$ cat config.mk
export PLATFORM = sky130hd
export DESIGN_NAME = uart_tx_fifo_reader
export DESIGN_NICKNAME = d
export VERILOG_FILES = /design/src/rtl/uart_tx_fifo_reader.sv
export SDC_FILE = /design/constraint.sdc
export NUM_CORES = 1
export LEC_CHECK = 0
export ABC_CLOCK_PERIOD_IN_PS = 2000
export BUFFER_PORTS_ARGS = -buffer_cell sky130_fd_sc_hd__buf_4
export CAP_MARGIN = 15
export CORE_MARGIN = 5
export CORE_UTILIZATION = 57
export CTS_CLUSTER_DIAMETER = 100
export DETAILED_ROUTE_END_ITERATION = 8
export GPL_TIMING_DRIVEN = 1
export PLACE_DENSITY = 0.83
export SLEW_MARGIN = 20
export SYNTH_ARGS = -nofsm -noshare
export SYNTH_HDL_FRONTEND = slang
export SYNTH_SLANG_ARGS = --single-unit
$ cat constraint.sdc
create_clock -name clock -period 2 [get_ports clock]
set_input_delay 0.1 -clock clock [delete_from_list [all_inputs] [get_ports clock]]
set_output_delay 0.1 -clock clock [all_outputs]
set_load 0.1 [all_outputs]
$ cat src/rtl/uart_tx_fifo_reader.sv
// uart_tx_fifo_reader
// Read side of the UART TX FIFO. Pops one byte at a time and sends it on tx as
// an async frame: start bit, 7 or 8 data bits LSB first, optional parity bit,
// one stop bit. Each serial bit lasts OVERSAMPLE baud_en ticks.
// Outputs are driven straight from registers.

module uart_tx_fifo_reader #(
   parameter int unsigned RD_LATENCY = 2,
   parameter int unsigned OVERSAMPLE = 16
) (
   input  logic       clock,
   input  logic       reset,
   input  logic       baud_en,
   input  logic       bit8,
   input  logic       parity_en,
   input  logic       odd_n_even,
   input  logic       fifo_empty,
   input  logic [7:0] fifo_data,
   output logic       fifo_read_n,
   output logic       tx,
   output logic       tx_busy
);

   localparam int unsigned      TICK_W    = (OVERSAMPLE > 1) ? $clog2(OVERSAMPLE) : 1;
   localparam logic [TICK_W-1:0] TICK_LAST = TICK_W'(OVERSAMPLE - 1);
   localparam logic [1:0]        WAIT_LAST = 2'(RD_LATENCY - 1);

   typedef enum logic [2:0] {
      ST_IDLE,
      ST_POP,
      ST_WAIT,
      ST_START,
      ST_DATA,
      ST_PARITY,
      ST_STOP
   } state_t;

   state_t            state_q,   state_d;
   logic [TICK_W-1:0] tick_q,    tick_d;
   logic [1:0]        wait_q,    wait_d;
   logic [2:0]        bit_q,     bit_d;
   logic [7:0]        shift_q,   shift_d;
   logic              bit8_q,    bit8_d;
   logic              par_en_q,  par_en_d;
   logic              par_bit_q, par_bit_d;
   logic              tx_q,      tx_d;
   logic              rd_n_q,    rd_n_d;
   logic              busy_q,    busy_d;

   logic              bit_end;
   logic [2:0]        last_bit;
   logic [7:0]        data_sent;
   logic              serialising;

   assign bit_end     = baud_en && (tick_q == TICK_LAST);
   assign last_bit    = bit8_q ? 3'd7 : 3'd6;
   assign data_sent   = bit8 ? fifo_data : {1'b0, fifo_data[6:0]};
   assign serialising = (state_q == ST_START) || (state_q == ST_DATA) ||
                        (state_q == ST_PARITY) || (state_q == ST_STOP);

   // Next-state and registered-output values for the frame sequencer
   always_comb begin
      state_d   = state_q;
      tick_d    = tick_q;
      wait_d    = wait_q;
      bit_d     = bit_q;
      shift_d   = shift_q;
      bit8_d    = bit8_q;
      par_en_d  = par_en_q;
      par_bit_d = par_bit_q;
      tx_d      = tx_q;
      rd_n_d    = rd_n_q;
      busy_d    = busy_q;

      if (serialising && baud_en) begin
         tick_d = bit_end ? '0 : tick_q + 1'b1;
      end

      case (state_q)
         ST_IDLE: begin
            tick_d = '0;
            tx_d   = 1'b1;
            if (!fifo_empty) begin
               state_d = ST_POP;
               rd_n_d  = 1'b0;
               busy_d  = 1'b1;
            end
         end

         ST_POP: begin
            rd_n_d  = 1'b1;
            wait_d  = '0;
            tick_d  = '0;
            state_d = ST_WAIT;
         end

         ST_WAIT: begin
            tick_d = '0;
            if (wait_q == WAIT_LAST) begin
               // Byte and line configuration are captured together so the
               // whole frame uses one consistent setting.
               shift_d   = fifo_data;
               bit8_d    = bit8;
               par_en_d  = parity_en;
               par_bit_d = (^data_sent) ^ odd_n_even;
               tx_d      = 1'b0;
               state_d   = ST_START;
            end else begin
               wait_d = wait_q + 2'd1;
            end
         end

         ST_START: begin
            if (bit_end) begin
               bit_d   = '0;
               tx_d    = shift_q[0];
               state_d = ST_DATA;
            end
         end

         ST_DATA: begin
            if (bit_end) begin
               shift_d = {1'b0, shift_q[7:1]};
               if (bit_q == last_bit) begin
                  if (par_en_q) begin
                     tx_d    = par_bit_q;
                     state_d = ST_PARITY;
                  end else begin
                     tx_d    = 1'b1;
                     state_d = ST_STOP;
                  end
               end else begin
                  bit_d = bit_q + 3'd1;
                  tx_d  = shift_q[1];
               end
            end
         end

         ST_PARITY: begin
            if (bit_end) begin
               tx_d    = 1'b1;
               state_d = ST_STOP;
            end
         end

         ST_STOP: begin
            if (bit_end) begin
               tx_d    = 1'b1;
               busy_d  = 1'b0;
               state_d = ST_IDLE;
            end
         end

         default: begin
            tx_d    = 1'b1;
            rd_n_d  = 1'b1;
            busy_d  = 1'b0;
            tick_d  = '0;
            state_d = ST_IDLE;
         end
      endcase
   end

   // State and output registers with synchronous reset
   always_ff @(posedge clock) begin
      if (reset) begin
         state_q   <= ST_IDLE;
         tick_q    <= '0;
         wait_q    <= '0;
         bit_q     <= '0;
         shift_q   <= '0;
         bit8_q    <= 1'b0;
         par_en_q  <= 1'b0;
         par_bit_q <= 1'b0;
         tx_q      <= 1'b1;
         rd_n_q    <= 1'b1;
         busy_q    <= 1'b0;
      end else begin
         state_q   <= state_d;
         tick_q    <= tick_d;
         wait_q    <= wait_d;
         bit_q     <= bit_d;
         shift_q   <= shift_d;
         bit8_q    <= bit8_d;
         par_en_q  <= par_en_d;
         par_bit_q <= par_bit_d;
         tx_q      <= tx_d;
         rd_n_q    <= rd_n_d;
         busy_q    <= busy_d;
      end
   end

   assign tx          = tx_q;
   assign fifo_read_n = rd_n_q;
   assign tx_busy     = busy_q;

endmodule
[Word-level counts from Yosys, hierarchy flattened]
Cells that the tools add are included.
Storage, ports and cells
  register bits after elaboration: 26
  input bits: 15
  output and inout bits: 3
  word-level logic and storage cells: 93
Operators by class
  add/subtract/negate cells: 3
  eq/ne operators: 19
  muxes and demuxes: 32
  bitwise operators: 5
  reductions and logical operators: 23
Operators by type and width (number)
  3-bit 2-to-1 mux: 9
  8-bit 2-to-1 mux: 3
  3-bit case mux with 7 select lines: 1
  2-bit inequality test (second input constant): 8
  8-bit case mux with 2 select lines: 1
  1-bit 2-to-1 mux: 10
  5-bit OR reduction: 2
  3-bit == test (second input constant): 3
  8-bit XOR reduction: 1
  7-bit AND reduction: 1
  3-bit by 2-bit == test with 1-bit output (second input constant): 2
  3-bit case mux with 2 select lines: 1
  2-bit AND reduction: 3
  3-bit AND reduction: 2
  2-bit nonzero test: 3
  1-bit case mux with 5 select lines: 1
  5-bit AND reduction: 1
  4-bit by 1-bit adder with 4-bit output (second input constant): 1
  4-bit == test (second input constant): 1
  2-bit 2-to-1 mux: 2
  4-bit 2-to-1 mux: 1
  2-bit by 1-bit inequality test with 1-bit output (second input constant): 2
  1-bit NOT: 4
  2-bit case mux with 2 select lines: 1
  14 further kinds: 18

[Depth between registers and ports, before layout]
  depth in word-level cells: 5
  depth in mapped cells: 8
  gate-level depth less buffers: 7

[Worst setup path after synthesis]
OpenSTA, ideal clock, no wires.
  path type: reg2reg
  start: register tick_q[0]
  end: register shift_q[1]
  setup time: 0.079 ns
  arrival: 1.513 ns
  required time: 1.921 ns
  slack: 0.408 ns
  stages on the path, launching flop included: 9
  path buffers: 2
  clock period less this slack: 1.592 ns
  path through: dfxtp_1 -> ha_1 -> and4_1 -> buf_4 -> nand3_4 -> a21oi_4 -> buf_6 -> nor2_1 -> a211oi_2
On the way
  word-level cells in the longest chain between the ends: 4
Ends and longest elaborated chain
  from (decl): line 39  | logic [TICK_W-1:0] tick_q, tick_d;
  from (signal assigned): line 180  | tick_q <= tick_d;
  4-bit == test: line 55  | assign bit_end = baud_en && (tick_q == TICK_LAST);
  1-bit logical AND: line 55
  2-bit inequality test (no source line)
  3-bit AND reduction (no source line)
  to (signal assigned): line 183  | shift_q <= shift_d;
  to (decl): line 42  | logic [7:0] shift_q, shift_d;
Every way passes these cells.
A chain may end at the register's enable or synchronous reset.

[Final worst setup path]
  start: register tick_q[1]
  end: register shift_q[3]
The elaborated chain is that of the path after synthesis.

==> results.yml <==
drt:
  ant_nets: 0
  remaining_drc_errors: 0
  totalWireLength_um: 3300
  vias: 1373
  first_pass_iters: 4
  vias_per_cell: 6.00
  wl_per_cell_um: 14.4
  drt-initial-drc-count: 70
grt:
  antenna_found_initial: 0
  grtUsageTotal_pct: 17.3
  grt_start_max_net_pins: 24
  globalRoute.totalOverflow: 0
  grt_pass1_wl_um: 5630
  grt_pass1_vias: 1310
synth:
  synth_seq_cells: 26
  synth.distinct_cells: 46
  yosysMostFrequentCell: "nor2_1"
  synth_top_area_cell: "dfxtp_1"
  synth_top_area_share_pct: 33.4
  syn_nets: 201
  ys_seq_area_share_pct: 33.4
  synth_cells: 181
  synth.avg_cell_area_um2: 8.62
  ys.flop_type: "dfxtp_1"
  synthTopCellsByArea: "dfxtp_1, mux2i_1, nor2_1, a21oi_1, ha_1"
  synth-edff-count: 0
  yosys_warnings: 0
  synth_commonest_cells: "nor2_1, dfxtp_1, a21oi_1"
  async_flop_share_pct: 0
  syn_area_mm2: 0.00156
floorplan:
  initial_core_util_pct: 58.1
  io_pins: 18
  dieHeight_um: 62.3
  die_w_um: 62.3
  core-area_mm2: 0.00269
  die_area_mm2: 0.00388
  rows: 19
power:
  seq_power_share_pct: 32.0
  power_density_mw_per_mm2: 1290
  total_power_w: 0.00230
  power.switching_w: 0.00102
  power.internal_w: 0.00128
  vdd_drop_max_mv: 1.08
  combPwrFrac_pct: 51.7
  swShare_pct: 44.2
  power.leakage_nw: 0.666
  clkPwrFrac_pct: 16.3
setup_path:
  end_kind: "flip-flop"
  path_cells: "ha_1 > and4_2 > nand3_4 > a21oi_4 > buf_12 > nor2_1 > a211oi_1"
  crit_arrival_ns: 2.05
  r2r_slack_ns: 0.22
  crit_type: "reg2reg"
  crit_start: "tick_q[1]"
  crit_path_max_incr_delay_ns: 0.41
  rr_worst_depth: 7
  startpoint_type: "flip-flop"
  crit_slowest_cell: "dfxtp_1"
  cp.required_ns: 2.27
  reg2reg_to: "shift_q[3]"
  r2r_start: "tick_q[1]"
  crit_path_end: "shift_q[3]"
  path_max_fanout: 14
cells_and_area:
  synthToLayoutAreaGrowth_pct: 14.4
  nNetsFinal: 219
  utilization_pct: 66.4
  fillers: 208
  layout-drive-gt1-share_pct: 18.7
  n_antenna_cell: 0
timing:
  setup_ws_ns: 0.217
  finalSetupViolCount: 0
  rsz0062_at_grt: "false"
  setup_tns_ns: 0
  finClkSkew_ns: 0.0110
  worst_pin_slew_ns: 0.488
  hold_viol_final: 1
  fin_crit_ns: 1.78
  post-route-period-util_pct: 89.2
  fmax_ghz: 0.561
  finalHoldWorstSlack_ns: -0.00237
  slew_headroom_pct: 67.4
  drv_slew: 0
clock_tree:
  htreeDepth: 1
  cts_tree: "done"
  clk_pin_slew_ns: 0.15
  cts_inserted_buffers: 3
  cts.sinks: 26
  clk_latency_ns: 0.34
  clk_root_buffer_cell: "clkbuf_4"
  clock_path_buffers: 2
place:
  port_buffers: 17
  place_hpwl_um: 2400
  routabilityCongestion: 0.850
  dpl_worst_slack_ns: 0.0957
outcome:
  outcome: "finished, violations left"
  violations: "negative hold slack"
job:
  cap_violations: 0
worst_hold_path:
  hold_class: "in2reg"
-- layout make-up --
type	count	area [um^2]	share of cell area, %
Clock buffer	3	22.5	1.26
Clock inverter	1	30.0	1.68
Inverter	4	15.0	0.842
Multi-Input combinational cell	141	970	54.3
Sequential cell	26	520	29.2
Tap cell	31	38.8	2.17
Timing Repair Buffer	23	188	10.5
-- cell usage in the layout, fill, tap and decap left out, drive strengths merged, types with 3 or more instances in the layout --
cell type,n
a211oi,9
a21oi,14
a2bb2oi,3
a31oi,4
buf,22
clkbuf,3
dfxtp,26
ha,5
inv,4
mux2i,12
nand2,11
nand2b,7
nand3,5
nor2,28
nor3,5
o21ai,5
o21bai,3
xnor2,7
-- worst max-delay path, delay by kind of cell, from the launching register on --
| family | cells | cell delay (ns) |
|---|---|---|
| simple gates | 3 | 0.52 |
| fa+ha+maj | 1 | 0.22 |
| flops | 1 | 0.41 |
| compound gates | 2 | 0.41 |
| buf+inv | 1 | 0.16 |
-- what timing repair did --
| item | CTS | global route |
|---|---|---|
| endpoints found under the hold margin | 0 | 1 |
| endpoints found under the setup margin | 0 | 9 |
| hold buffers | 0 | 1 |
| resized for setup | 0 | 1 |
| buffers inserted | 0 | 1 |
-- per-layer routing --
metal	up-vias	share of wire, %	GRT usage [%]	wire length, um
met5	-	0	0	0
met4	0	2.7	8.49	89
met3	12	5.4	4.14	177
met2	43	47	28.0	1540
met1	635	45	21.3	1490
li1	683	-	-	-
-- state kept, by name, indices dropped and copies added (netlist names) --
register and cells:
tx_busy 1, shift_q 8, tx 1, bit_q 3, tick_q 4, par_en_q 1
wait_q 2, bit8_q 1, par_bit_q 1, state_q 3, fifo_read_n 1
-- cells by family after synthesis --
family                   Yosys count  synth area share, %
AND/OR/NAND/NOR                   65                 20.3
buffers and inverters             14                 4.57
XOR/XNOR                           9                 5.93
flip-flops                        26                 33.4
multiplexers                      14                 9.14
adder cells (fa/ha/maj)            5                 4.01
AO/OA/AOI/OAI                     48                 22.7
-- how the worst min path moves through the flow --
| stage | slack (ns) | endpoint | depth (start not counted) | from |
|---|---|---|---|---|
| 2_1_floorplan | 0.18 | bit_q[2] | 1 | reset |
| 3_3_place_gp | 0.33 | par_en_q | 3 | parity_en |
| 3_5_place_dp | 0.36 | bit8_q | 3 | bit8 |
| 4_1_cts | 0.002 | par_en_q | 3 | parity_en |
| 5_1_grt | 0.02 | bit8_q | 3 | bit8 |
| 6_report | -0.002 | bit8_q | 3 | bit8 |
-- power groups by stage --
stage	Combinational [W]	Clock [W]	Sequential (W)
finish	0.00119	0.000374	0.000736
global route	0.00131	0.000400	0.000753
CTS	0.00117	0.000378	0.000735
detailed placement	0.00116	0	0.000748
global placement	0.00114	0	0.000739
floorplan	0.000829	0	0.000841
-- stage by stage --
stage	area, um^2	hold WS, ns	instances
floorplan	1560	0.179	181
global placement	1700	0.333	223
detailed placement	1700	0.360	223
CTS	1750	0.00174	227
global route	1780	0.0242	229
finish	1780	-0.00237	229
Power figures use the tool's default switching activity.
